### src/rtl/ir_queue_if.sv
// ir_queue_if: fetch/decode bundle for the instruction-register queue.
// Fetch side: flush, in_valid/in_ready, in, pc_in.
// Decode side: out_valid/out_ready, pc_out, decoded LC-3b fields, count.
// slave is the queue's view; master is the fetch/decode (or bench) view.
interface ir_queue_if #(
    parameter int DEPTH    = 4,
    parameter int PC_WIDTH = 16
);
    localparam int CW = $clog2(DEPTH) + 1;

    logic                flush;
    logic                in_valid;
    logic                in_ready;
    logic [15:0]         in;
    logic [PC_WIDTH-1:0] pc_in;
    logic                out_valid;
    logic                out_ready;
    logic [PC_WIDTH-1:0] pc_out;
    logic [3:0]          opcode;
    logic [2:0]          dest;
    logic [2:0]          src1;
    logic [2:0]          src2;
    logic [4:0]          imm5;
    logic [3:0]          imm4;
    logic [5:0]          offset6;
    logic [8:0]          offset9;
    logic [10:0]         offset11;
    logic [7:0]          trapvect8;
    logic                jsr_check;
    logic [CW-1:0]       count;

    modport slave (
        input  flush, in_valid, in, pc_in, out_ready,
        output in_ready, out_valid, pc_out,
        output opcode, dest, src1, src2,
        output imm5, imm4, offset6, offset9,
        output offset11, trapvect8, jsr_check,
        output count
    );

    modport master (
        output flush, in_valid, in, pc_in, out_ready,
        input  in_ready, out_valid, pc_out,
        input  opcode, dest, src1, src2,
        input  imm5, imm4, offset6, offset9,
        input  offset11, trapvect8, jsr_check,
        input  count
    );
endinterface

### src/rtl/ir_queue.sv
// ir_queue: DEPTH-entry circular buffer of {instruction word, PC} between
// fetch and decode, exposing decoded LC-3b fields of the head entry.
// Ports: clk, reset (async, active-high), bus (ir_queue_if.slave).
// Optional macro IR_QUEUE_BYPASS_EN: an empty queue presents the incoming
// word in the same cycle; without it there is no in->out combinational path.
module ir_queue #(
    parameter int DEPTH    = 4,
    parameter int PC_WIDTH = 16
) (
    input  logic      clk,
    input  logic      reset,
    ir_queue_if.slave bus
);
    localparam int AW = $clog2(DEPTH);
    localparam int CW = AW + 1;

    logic [15:0]         r_word [DEPTH];
    logic [PC_WIDTH-1:0] r_pc   [DEPTH];
    logic [AW-1:0]       r_rd;
    logic [AW-1:0]       r_wr;
    logic [CW-1:0]       r_count;

    logic                w_empty;
    logic                w_full;
    logic                w_push;
    logic                w_store;
    logic                w_pop;
    logic                w_out_valid;
    logic [15:0]         w_head;
    logic [PC_WIDTH-1:0] w_head_pc;
    logic [15:0]         w_hw;

    assign w_empty = (r_count == '0);
    assign w_full  = (r_count == CW'(DEPTH));

    // No pass-through on full: in_ready ignores a same-cycle pop.
    assign bus.in_ready = !w_full;
    assign w_push       = bus.in_valid && !w_full;

`ifdef IR_QUEUE_BYPASS_EN
    logic w_byp;
    assign w_byp       = w_empty && bus.in_valid && !bus.flush;
    assign w_out_valid = (!w_empty || w_byp) && !bus.flush;
    assign w_head      = w_byp ? bus.in : r_word[r_rd];
    assign w_head_pc   = w_byp ? bus.pc_in : r_pc[r_rd];
    // A bypassed word taken by decode is never written.
    assign w_store = w_push && !(w_byp && bus.out_ready);
    assign w_pop   = w_out_valid && bus.out_ready && !w_empty;
`else
    assign w_out_valid = !w_empty && !bus.flush;
    assign w_head      = r_word[r_rd];
    assign w_head_pc   = r_pc[r_rd];
    assign w_store     = w_push;
    assign w_pop       = w_out_valid && bus.out_ready;
`endif

    assign bus.out_valid = w_out_valid;
    assign bus.count     = r_count;

    // Fields read as zero whenever the head is not valid.
    assign w_hw          = w_out_valid ? w_head : '0;
    assign bus.pc_out    = w_out_valid ? w_head_pc : '0;
    assign bus.opcode    = w_hw[15:12];
    assign bus.dest      = w_hw[11:9];
    assign bus.src1      = w_hw[8:6];
    assign bus.src2      = w_hw[2:0];
    assign bus.imm5      = w_hw[4:0];
    assign bus.imm4      = w_hw[3:0];
    assign bus.offset6   = w_hw[5:0];
    assign bus.offset9   = w_hw[8:0];
    assign bus.offset11  = w_hw[10:0];
    assign bus.trapvect8 = w_hw[7:0];
    assign bus.jsr_check = w_hw[11];

    always_ff @(posedge clk or posedge reset) begin
        if (reset) begin
            r_rd    <= '0;
            r_wr    <= '0;
            r_count <= '0;
        end else if (bus.flush) begin
            r_rd    <= '0;
            r_wr    <= '0;
            r_count <= '0;
        end else begin
            if (w_store) r_wr <= r_wr + 1'b1;
            if (w_pop)   r_rd <= r_rd + 1'b1;
            case ({w_store, w_pop})
                2'b10:   r_count <= r_count + 1'b1;
                2'b01:   r_count <= r_count - 1'b1;
                default: r_count <= r_count;
            endcase
        end
    end

    // Entry storage needs no reset: nothing is visible until counted.
    always_ff @(posedge clk) begin
        if (w_store && !bus.flush) begin
            r_word[r_wr] <= bus.in;
            r_pc[r_wr]   <= bus.pc_in;
        end
    end
endmodule
### src/flat_wrapper.sv
// flat-port wrapper written by rule: the top's interface ports become plain ports
module ir_queue_flat 
#(
    parameter int DEPTH    = 4,
    parameter int PC_WIDTH = 16
)
  (clk, reset, bus_flush, bus_in_valid, bus_in, bus_pc_in, bus_out_ready, bus_in_ready, bus_out_valid, bus_pc_out, bus_opcode, bus_dest, bus_src1, bus_src2, bus_imm5, bus_imm4, bus_offset6, bus_offset9, bus_offset11, bus_trapvect8, bus_jsr_check, bus_count);
  ir_queue_if #(.DEPTH(DEPTH), .PC_WIDTH(PC_WIDTH)) bus_i ();
  input  logic clk;
  input  logic reset;
  input wire logic [$bits(bus_i.flush)-1:0] bus_flush;
  input wire logic [$bits(bus_i.in_valid)-1:0] bus_in_valid;
  input wire logic [$bits(bus_i.in)-1:0] bus_in;
  input wire logic [$bits(bus_i.pc_in)-1:0] bus_pc_in;
  input wire logic [$bits(bus_i.out_ready)-1:0] bus_out_ready;
  output wire logic [$bits(bus_i.in_ready)-1:0] bus_in_ready;
  output wire logic [$bits(bus_i.out_valid)-1:0] bus_out_valid;
  output wire logic [$bits(bus_i.pc_out)-1:0] bus_pc_out;
  output wire logic [$bits(bus_i.opcode)-1:0] bus_opcode;
  output wire logic [$bits(bus_i.dest)-1:0] bus_dest;
  output wire logic [$bits(bus_i.src1)-1:0] bus_src1;
  output wire logic [$bits(bus_i.src2)-1:0] bus_src2;
  output wire logic [$bits(bus_i.imm5)-1:0] bus_imm5;
  output wire logic [$bits(bus_i.imm4)-1:0] bus_imm4;
  output wire logic [$bits(bus_i.offset6)-1:0] bus_offset6;
  output wire logic [$bits(bus_i.offset9)-1:0] bus_offset9;
  output wire logic [$bits(bus_i.offset11)-1:0] bus_offset11;
  output wire logic [$bits(bus_i.trapvect8)-1:0] bus_trapvect8;
  output wire logic [$bits(bus_i.jsr_check)-1:0] bus_jsr_check;
  output wire logic [$bits(bus_i.count)-1:0] bus_count;
  assign bus_i.flush = bus_flush;
  assign bus_i.in_valid = bus_in_valid;
  assign bus_i.in = bus_in;
  assign bus_i.pc_in = bus_pc_in;
  assign bus_i.out_ready = bus_out_ready;
  assign bus_in_ready = bus_i.in_ready;
  assign bus_out_valid = bus_i.out_valid;
  assign bus_pc_out = bus_i.pc_out;
  assign bus_opcode = bus_i.opcode;
  assign bus_dest = bus_i.dest;
  assign bus_src1 = bus_i.src1;
  assign bus_src2 = bus_i.src2;
  assign bus_imm5 = bus_i.imm5;
  assign bus_imm4 = bus_i.imm4;
  assign bus_offset6 = bus_i.offset6;
  assign bus_offset9 = bus_i.offset9;
  assign bus_offset11 = bus_i.offset11;
  assign bus_trapvect8 = bus_i.trapvect8;
  assign bus_jsr_check = bus_i.jsr_check;
  assign bus_count = bus_i.count;
  ir_queue #(.DEPTH(DEPTH), .PC_WIDTH(PC_WIDTH)) u_core (.clk(clk), .reset(reset), .bus(bus_i));
endmodule
### config.mk
export PLATFORM = sky130hd
export DESIGN_NAME = ir_queue_flat
export DESIGN_NICKNAME = d
export VERILOG_FILES = /design/src/rtl/ir_queue_if.sv /design/src/rtl/ir_queue.sv /design/src/flat_wrapper.sv
export SDC_FILE = /design/constraint.sdc
export NUM_CORES = 1
export LEC_CHECK = 0
export ABC_AREA = 1
export BUFFER_PORTS_ARGS = -buffer_cell sky130_fd_sc_hd__buf_4
export CAP_MARGIN = 20
export CORE_MARGIN = 4
export CORE_UTILIZATION = 38
export DETAILED_ROUTE_END_ITERATION = 6
export HOLD_SLACK_MARGIN = 0.05
export PLACE_DENSITY_LB_ADDON = 0.1
export SLEW_MARGIN = 20
export SYNTH_ARGS = -nofsm -noshare
export SYNTH_HDL_FRONTEND = slang
export SYNTH_SLANG_ARGS = --single-unit
### constraint.sdc
create_clock -name clk -period 3.2 [get_ports clk]
set_input_delay 0.96 -clock clk [delete_from_list [all_inputs] [get_ports clk]]
set_output_delay 0.96 -clock clk [all_outputs]
set_load 0.03 [all_outputs]
==> results of run 1 <==
[worst max-delay path: stages (launching register included)]
cell	delay [ns]
dfrtp_2	0.39
clkinv_2	0.29
buf_4	0.35
o21ai_0	0.21
a21oi_1	0.09
buf_4	0.16
buf_4	0.16
[final cells by class]
class | count | area [sq um]
timing repair buffer | 129 | 1031
clock inverter | 11 | 195.2
clock buffer | 21 | 470.5
multi-input combinational | 270 | 1265
tap | 184 | 230.2
inverter | 16 | 61.31
fill | 1276 | 7371
sequential | 135 | 4020
[cells in the mapped netlist, types with 3 or more instances]
cell / n / share of area [%]
a21oi_1: 34 / 3.0
buf_2: 12 / 1.0
buf_4: 46 / 6.0
clkbuf_1: 4 / 0.26
clkbuf_2: 3 / 0.26
dfrtp_1: 7 / 3.1
edfxtp_1: 128 / 67
ha_1: 4 / 0.87
inv_1: 11 / 0.72
inv_2: 5 / 0.33
nand2_1: 20 / 1.3
nand3_1: 4 / 0.35
nor2_1: 132 / 8.6
o21ai_0: 35 / 3.1
o21ai_1: 33 / 2.9
[per-layer routing]
layer | GRT usage, % | share of wire (%)
met1 | 18.91 | 42
met2 | 24.68 | 49
met3 | 4.146 | 7.1
met4 | 5.747 | 1.6
met5 | 0 | 0
[power by group through the flow]
stage                     registers (mW)  clock network, mW  logic (mW)
after floorplan                     2.11                  0        1.20
after global placement              2.09                  0        1.65
after detailed placement            2.10                  0        1.67
after CTS                           2.06               2.19        1.67
after global routing                2.07               2.29        1.78
final                               2.06               2.15        1.65
[kinds of logic after synthesis]
kind of cell | count (synthesis) | synth area share (%)
and+or+nand+nor | 161 | 10.92
DFF | 135 | 70.02
AOI/OAI and AO/OA | 103 | 9.047
buffers and inverters | 81 | 8.633
adders and majority gates | 5 | 1.221
xor gates and xnor gates | 1 | 0.1526
[repair_timing]
action,CTS,global route
setup endpoints to repair,0,23
buffers inserted,0,0
resized for setup,0,1
[state kept, by name, summed over array words and instances, names as in the netlist]
register	cells
u_core.r_wr	2
u_core.r_word	64
u_core.bus.count	3
u_core.r_rd	2
u_core.r_pc	64
[worst paths after layout]
path,startpoint,to,slack (ns),depth (start not counted)
min in group clk,u_core.bus.count[0],u_core.bus.count[0],0.58,1
max in group asynchronous,reset,u_core.r_rd[0],2.47,2
max,u_core.r_rd[0],bus_offset11[0],0.16,6
min reg2reg,u_core.bus.count[0],u_core.bus.count[0],0.58,1
max reg2reg,u_core.bus.count[1],u_core.bus.count[2],1.37,10
min,reset,u_core.bus.count[2],0.48,2
[through the flow]
step | utilization (%) | hold WS [ns]
after floorplan | - | 0.5797
after global placement | 45.11 | 0.5653
after detailed placement | 45.11 | 0.5795
after CTS | 49.66 | 0.4822
after global routing | 49.67 | 0.4933
final | 49.67 | 0.4845
[layout by cell type (no fill, tap or decap), drive strengths merged]
cell,instances
nand2,22
nor2,133
buf,129
ha,4
a21oi,35
clkinvlp,3
clkinv,3
clkbuf,21
edfxtp,128
fa,1
bufinv,5
dfrtp,7
o21ai,68
nand3,5
nand3b,1
inv,16
xor2,1
==> impl_metrics.json, run 1 <==
{
  "cap_violations": 0,
  "p_seq_share_pct": 35.1,
  "std_cell_rows": 44,
  "clock_path_buffers": 2,
  "ant_nets": 0,
  "grt_pass1_wl_microns": 19090,
  "tightest_slew_ns": 0.4661,
  "rsz0062_at_grt": "false",
  "cts_hold_buffers": 0,
  "nNetsFinal": 611,
  "drive_above_1_share_pct": 30.58,
  "p_leak_nw": 2.816,
  "placed_cells": 734,
  "clock-root-buffer": "clkbuf_16",
  "fin_tns_setup_ns": 0,
  "cts.sinks": 135,
  "grt_pass1_vias": 3535,
  "skew_ns": 0.007484,
  "syn_nets": 528,
  "numCtsBuffers": 17,
  "async_flop_share_pct": 5.185,
  "syn_area_sq_um": 5739,
  "drt-total-wl_microns": 12480,
  "dpl.hpwl_microns": 7311,
  "finalInstanceArea_sq_um": 7273,
  "die_h_microns": 130.9,
  "hold_viol_final": 0,
  "setup_slack_ns": 0.1607,
  "pwr-share-comb_pct": 28.1,
  "fin_cells": 766,
  "io_pins": 115,
  "initial_utilization_pct": 39.19,
  "synth_seq_area_share_pct": 70.02,
  "cp.required_ns": 2.24,
  "num_vias": 3749,
  "h-tree-depth": 4,
  "intPower_mw": 3.999,
  "hp-class": "input pin to async pin",
  "antennaDiodeCount": 0,
  "netlist_instances": 486,
  "ys_seq_elements": 135,
  "place_ws_ns": 0.2625,
  "peakVddDrop_v": 0.0004339,
  "end_kind": "output pin",
  "slew_violations": 0,
  "syn_area_per_cell_sq_um": 11.81,
  "placed_area_sq_um": 6606,
  "grt_max_degree": 67,
  "switching_share_pct": 31.75,
  "finalPower_mw": 5.858,
  "drt-pass1-iter-count": 6,
  "cp.arrival_ns": 2.08,
  "routed_via_density": 4.894,
  "route.detailed.drc": 0,
  "synth_ff_type": "edfxtp_1",
  "area.growth.synth_to_final_pct": 26.73,
  "synth_edf_count": 128,
  "place_congestion": 0.7400,
  "finalSetupViolations": 0,
  "pwr-share-clk_pct": 36.8,
  "powerDensity_nw_per_um2": 805.4,
  "clkSlewWorstSetupHoldPaths_ns": 0.06,
  "antenna_found_initial": 0,
  "fp.coreArea_sq_um": 14640,
  "ys_types": 22,
  "yosysWarnings": 0,
  "path_max_fanout": 25,
  "slew_headroom_pct": 68.89,
  "cts_tree": "built",
  "p_sw_mw": 1.860,
  "crit_type": "flip-flop to output pin",
  "die_x_microns": 130.9,
  "grt_usage_pct": 14.99,
  "cp-start-kind": "flip-flop",
  "drt-initial-drc-count": 191,
  "routedWlPerCell_microns": 16.29,
  "overflow": 0,
  "die-area_sq_um": 17130,
  "fin_crit_sh_pct": 94.98,
  "fmax_mhz": 329.0,
  "outcome": "completed",
  "io_buffer_count": 114,
  "clk_latency_ns": 0.42,
  "fin_crit_ns": 3.039
}
Power figures use the tool's default switching activity.
==> run 2, diff against run 1 <==
--- a/config.mk
+++ b/config.mk
@@ -8,7 +8,7 @@
 export ABC_AREA = 1
 export BUFFER_PORTS_ARGS = -buffer_cell sky130_fd_sc_hd__buf_4
 export CAP_MARGIN = 20
-export CORE_MARGIN = 4
+export CORE_MARGIN = 2
 export CORE_UTILIZATION = 38
 export DETAILED_ROUTE_END_ITERATION = 6
 export HOLD_SLACK_MARGIN = 0.05
==> constraint.sdc (replaced) <==
create_clock -name clk -period 2.7 [get_ports clk]
set_input_delay 0.81 -clock clk [delete_from_list [all_inputs] [get_ports clk]]
set_output_delay 0.81 -clock clk [all_outputs]
set_load 0.03 [all_outputs]
==> impl_metrics.json, run 2 (same netlist as run 1, synthesis figures left out) <==
{
  "area.growth.synth_to_final_pct": 36.08,
  "cts.sinks": 135,
  "io_pins": 115,
  "clock_path_buffers": 2,
  "p_seq_share_pct": 33.2,
  "initial_utilization_pct": 39.19,
  "cts_tree": "built",
  "grt_pass1_vias": 3550,
  "clock-root-buffer": "clkbuf_16",
  "p_sw_mw": 2.371,
  "routedWlPerCell_microns": 17.01,
  "path_cells": "buf_12 -> inv_12 -> buf_12 -> buf_8 -> o21ai_2 -> a21oi_1 -> buf_4 -> buf_6",
  "clkSlewWorstSetupHoldPaths_ns": 0.06,
  "slowest_delay_ns": 0.45,
  "crit_buf_inv": 6,
  "fin_crit_ns": 2.667,
  "fp.coreArea_sq_um": 14640,
  "slew_headroom_pct": 74.30,
  "path_max_fanout": 7,
  "routed_via_density": 4.801,
  "drt-pass1-iter-count": 5,
  "place_congestion": 0.7857,
  "hp-class": "input pin to async pin",
  "pwr-share-clk_pct": 33.4,
  "grt_usage_pct": 16.20,
  "end_kind": "output pin",
  "peakVddDrop_v": 0.0005306,
  "place_ws_ns": 0.1189,
  "nNetsFinal": 642,
  "pwr-share-comb_pct": 33.4,
  "switching_share_pct": 32.09,
  "die_h_microns": 126.9,
  "fin_crit_sh_pct": 98.77,
  "cp-start-kind": "flip-flop",
  "num_vias": 3826,
  "h-tree-depth": 4,
  "outcome": "completed",
  "grt_pass1_wl_microns": 19510,
  "cp.arrival_ns": 1.86,
  "die-area_sq_um": 16100,
  "slew_violations": 0,
  "setup_slack_ns": 0.03332,
  "powerDensity_nw_per_um2": 945.8,
  "cp.required_ns": 1.89,
  "drt-total-wl_microns": 13550,
  "crit_top_cell": "buf_12",
  "numCtsBuffers": 17,
  "die_x_microns": 126.9,
  "antennaDiodeCount": 0,
  "dpl.hpwl_microns": 7800,
  "ant_nets": 0,
  "cp_top_family": "buffers and inverters",
  "finalSetupViolations": 0,
  "critical_path.slowest_cell": "dfrtp_2",
  "grt_max_degree": 35,
  "clk_latency_ns": 0.42,
  "skew_ns": 0.008293,
  "hold_viol_final": 0,
  "rsz0062_at_grt": "true",
  "tightest_slew_ns": 0.3846,
  "std_cell_rows": 44,
  "drive_above_1_share_pct": 36.38,
  "crit_type": "flip-flop to output pin",
  "route.detailed.drc": 0,
  "io_buffer_count": 114,
  "antenna_found_initial": 0,
  "hold_slack_ns": 0.3342,
  "overflow": 0,
  "cap_violations": 0,
  "final_cell_mix": "edfxtp_1 (128), nor2_1 (127), buf_4 (121)",
  "final_common_cell": "edfxtp_1",
  "fmax_mhz": 375.0,
  "drt-initial-drc-count": 270,
  "p_leak_nw": 3.064,
  "intPower_mw": 5.016
}
run 2: power groups by stage:
stage	combinational, mW	sequential (mW)	clock [mW]
finish	2.47	2.45	2.47
global route	2.63	2.46	2.59
CTS	2.05	2.45	2.51
detailed placement	2.02	2.48	0
global placement	2.01	2.48	0
floorplan	1.44	2.50	0
run 2: stage by stage:
stage	utilization (%)	TNS (ns)	power (mW)	cells	instance area [sq um]
after global routing	53.33	-1.132	7.687	797	7810
after floorplan	-	-20.44	3.941	486	5778
after CTS	50.28	0	7.003	775	7363
after detailed placement	45.75	0	4.506	743	6700
after global placement	45.75	0	4.495	743	6700
final	53.33	0	7.387	797	7810
run 2: layout make-up:
class / count / area [sq um]
clock buffer: 17 / 425.4
timing repair buffer: 160 / 1529
fill: 1275 / 6834
inverter: 16 / 75.07
sequential: 135 / 4024
tap: 184 / 230.2
multi-input combinational: 270 / 1318
clock inverter: 15 / 209.0
run 2: layer usage:
metal	wire, microns	part of all wire, %	track usage [%]	vias up
met3	730	5.4	5.567	10
met2	6574	49	25.62	116
met4	152	1.1	6.141	0
met1	6096	45	20.71	1835
li1	-	-	-	1865
met5	0	0	0	-
run 2: worst register-to-register path: stages (launching register included):
cell and delay [ns]:
dfrtp_2 0.43, nor2_4 0.06, nand2_2 0.07, nand2_2 0.08, inv_1 0.14, nand2_1 0.26, nor2_4 0.33, buf_4 0.28
run 2: worst paths after layout:
path | from | endpoint | slack [ns] | cells past startpoint
setup reg to reg | u_core.bus.count[0] | u_core.r_word[1][2] | 0.74 | 7
max in group asynchronous | reset | u_core.r_rd[0] | 2.11 | 2
hold reg to reg | u_core.bus.count[0] | u_core.bus.count[0] | 0.55 | 1
hold / removal | reset | u_core.bus.count[1] | 0.33 | 2
min in group clk | u_core.bus.count[0] | u_core.bus.count[0] | 0.55 | 1
setup / recovery | u_core.r_rd[0] | bus_offset6[0] | 0.03 | 8
run 2: repair_timing:
| action | 4_1_cts | 5_1_grt |
|---|---|---|
| hold buffers | 0 | 0 |
| gates cloned | 0 | 5 |
| pin swaps | 1 | 10 |
| buffers inserted | 0 | 17 |
| endpoints found under the setup margin | 33 | 47 |
| gates resized for setup | 9 | 52 |
==> run 3, diff against run 2 <==
--- a/config.mk
+++ b/config.mk
@@ -5,7 +5,7 @@
 export SDC_FILE = /design/constraint.sdc
 export NUM_CORES = 1
 export LEC_CHECK = 0
-export ABC_AREA = 1
+export ABC_AREA = 0
 export BUFFER_PORTS_ARGS = -buffer_cell sky130_fd_sc_hd__buf_4
 export CAP_MARGIN = 20
 export CORE_MARGIN = 2
==> impl_metrics.json, run 3 <==
{
  "nNetsFinal": 450,
  "routed_via_density": 4.860,
  "clock-root-buffer": "clkbuf_16",
  "io_buffer_count": 114,
  "grt_max_degree": 35,
  "async_flop_share_pct": 5.185,
  "synth_common_cells": "edfxtp_1 (128), buf_4 (41), and2_1 (33), mux4_2 (28), buf_2 (8)",
  "hp-class": "input pin to async pin",
  "fin_tns_setup_ns": -0.2316,
  "ant_nets": 0,
  "fill_cells": 1241,
  "finalPower_mw": 5.533,
  "h-tree-depth": 4,
  "synth.area.top_cells": "edfxtp_1 (67%), mux4_2 (11%), buf_4 (5.3%)",
  "area.growth.synth_to_final_pct": 32.44,
  "reg2reg_from": "u_core.bus.count[2]",
  "yosysTopAreaCellShare_pct": 66.71,
  "yosysWarnings": 0,
  "route.detailed.drc": 0,
  "routedWlPerCell_microns": 18.15,
  "ys_seq_elements": 135,
  "final_cell_mix": "edfxtp_1 (128), buf_6 (72), buf_4 (52)",
  "final_common_cell": "edfxtp_1",
  "met2_usage_pct": 24.54,
  "violations": "negative setup slack",
  "worst-r2r-cell-count": 7,
  "grt-busiest-layer": "met2",
  "die-area_sq_um": 16160,
  "io_pins": 115,
  "peakVddDrop_v": 0.0004783,
  "num_vias": 2945,
  "die_x_microns": 127.1,
  "drt-pass1-iter-count": 4,
  "syn_nets": 353,
  "outcome": "complete, but fails checks",
  "antennaDiodeCount": 0,
  "clkSlewWorstSetupHoldPaths_ns": 0.05,
  "grt_util_met3_pct": 4.481,
  "synth.most_common_cell": "edfxtp_1",
  "fin_crit_ns": 2.725,
  "netlist_instances": 311,
  "finalSetupViolations": 15,
  "place_congestion": 0.7125,
  "clk_latency_ns": 0.40,
  "regToRegEndpoint": "u_core.bus.count[1]",
  "slew_headroom_pct": 73.80,
  "multi_input_area_sq_um": 1391,
  "dpl.hpwl_microns": 6327,
  "end_kind": "output pin",
  "grt_pass1_vias": 3141,
  "p_leak_nw": 2.771,
  "path_max_fanout": 11,
  "cts.sinks": 135,
  "cp.arrival_ns": 1.92,
  "std_cell_rows": 45,
  "syn_area_sq_um": 5762,
  "powerDensity_nw_per_um2": 725.0,
  "slew_violations": 0,
  "rsz0062_at_grt": "true",
  "cp.required_ns": 1.89,
  "overflow": 0,
  "grt_pass1_wl_microns": 17200,
  "numCtsBuffers": 17,
  "initial_utilization_pct": 38.33,
  "hold_viol_final": 0,
  "tightest_slew_ns": 0.3881,
  "die_h_microns": 127.1,
  "register_area_sq_um": 4023,
  "setup_slack_ns": -0.02546,
  "skew_ns": 0.006199,
  "place_ws_ns": 0.1588,
  "fp.coreArea_sq_um": 15030,
  "antenna_found_initial": 0,
  "ff2ff_setup_slack_ns": 0.56,
  "yosysTopAreaCell": "edfxtp_1",
  "syn_area_per_cell_sq_um": 18.53,
  "cap_violations": 0,
  "grt_usage_pct": 14.55,
  "drt-initial-drc-count": 167,
  "synth_seq_area_share_pct": 69.75,
  "clock_path_buffers": 2,
  "gr-usage-met1_pct": 17.79,
  "synth_ff_type": "edfxtp_1",
  "ys_types": 37,
  "cp-start-kind": "flip-flop",
  "crit_type": "flip-flop to output pin",
  "cts_tree": "built",
  "fin_crit_sh_pct": 100.9,
  "drt-total-wl_microns": 11000,
  "drive_above_1_share_pct": 55.02,
  "synth_edf_count": 128,
  "fmax_mhz": 366.9
}
==> run 3: cell types whose count changed in the layout (fill, tap and decap cells not counted), moves of 28 or more <==
cell | previous run | this run
mux4_2 | 0 | 32
o21ai_1 | 35 | 0
nor2_1 | 127 | 4
o21ai_0 | 31 | 3
buf_6 | 20 | 72
and2_4 | 0 | 32
buf_4 | 121 | 52
==> run 3: where the power goes <==
part | internal, mW | total, mW | leakage [nW] | switching [mW]
Sequential | 2.37 | 2.39 | 1.25 | 0.0272
Combinational | 0.581 | 1.16 | 1.27 | 0.583
Clock | 1.22 | 1.97 | 0.244 | 0.750
Total | 4.17 | 5.53 | 2.77 | 1.36
==> run 3: area by class of cell <==
class	instances	area share, %
multi-input combinational	111	18.23
timing repair buffer	136	19.09
sequential	135	52.71
clock inverter	9	0.8198
clock buffer	20	5.722
tap	188	3.082
inverter	7	0.3443
==> run 3: kinds of logic (layout without fill, tap and decap cells) <==
family / count (synthesis) / count (layout) / synth area share (%)
AOI/OAI and AO/OA: 16 / 16 / 1.868
xor gates and xnor gates: 3 / 3 / 0.4561
adders and majority gates: 5 / 5 / 1.216
buffers and inverters: 65 / 172 / 8.057
DFF: 135 / 135 / 69.75
muxes: 33 / 33 / 12.96
and+or+nand+nor: 54 / 54 / 5.690
==> run 3: critical path, cell delays in order (launching register included) <==
cell     delay [ns]
dfrtp_2        0.44
buf_12         0.17
buf_12         0.11
mux4_2         0.48
and2_4         0.17
buf_6          0.13
==> run 3: routing by layer <==
layer,up-vias,routed length [microns]
met5,-,0
met3,9,430
li1,1356,-
met1,1503,4648
met2,77,5806
met4,0,111
==> run 3: metrics by stage <==
stage / std cells / hold WS, ns / utilization [%] / instance area (sq um)
floorplan: 311 / 0.5573 / - / 5787
CTS: 606 / 0.3391 / 50.31 / 7564
finish: 606 / 0.3475 / 50.76 / 7631
global placement: 568 / 0.5887 / 44.27 / 6655
detailed placement: 568 / 0.6128 / 44.27 / 6655
global route: 606 / 0.3610 / 50.76 / 7631
==> run 3: worst max path at each step <==
stage | start | end | slack, ns | cells past startpoint
2_1_floorplan | u_core.bus.count[0] | u_core.r_pc[0][0] | -0.41 | 5
3_3_place_gp | bus_flush | bus_offset9[4] | 0.20 | 5
5_1_grt | u_core.r_rd[0] | bus_pc_out[13] | -0.11 | 5
6_report | u_core.r_rd[0] | bus_pc_out[8] | -0.03 | 5
4_1_cts | u_core.r_rd[0] | bus_dest[2] | -0.08 | 5
3_5_place_dp | bus_flush | bus_offset11[4] | 0.16 | 5
==> run 3: timing repair <==
item                       CTS  global route
resized for setup           90            21
hold buffers                 0             0
setup endpoints to repair   65            73
buffers inserted             7             0
pin swaps                    4             0
gates cloned                 2             0
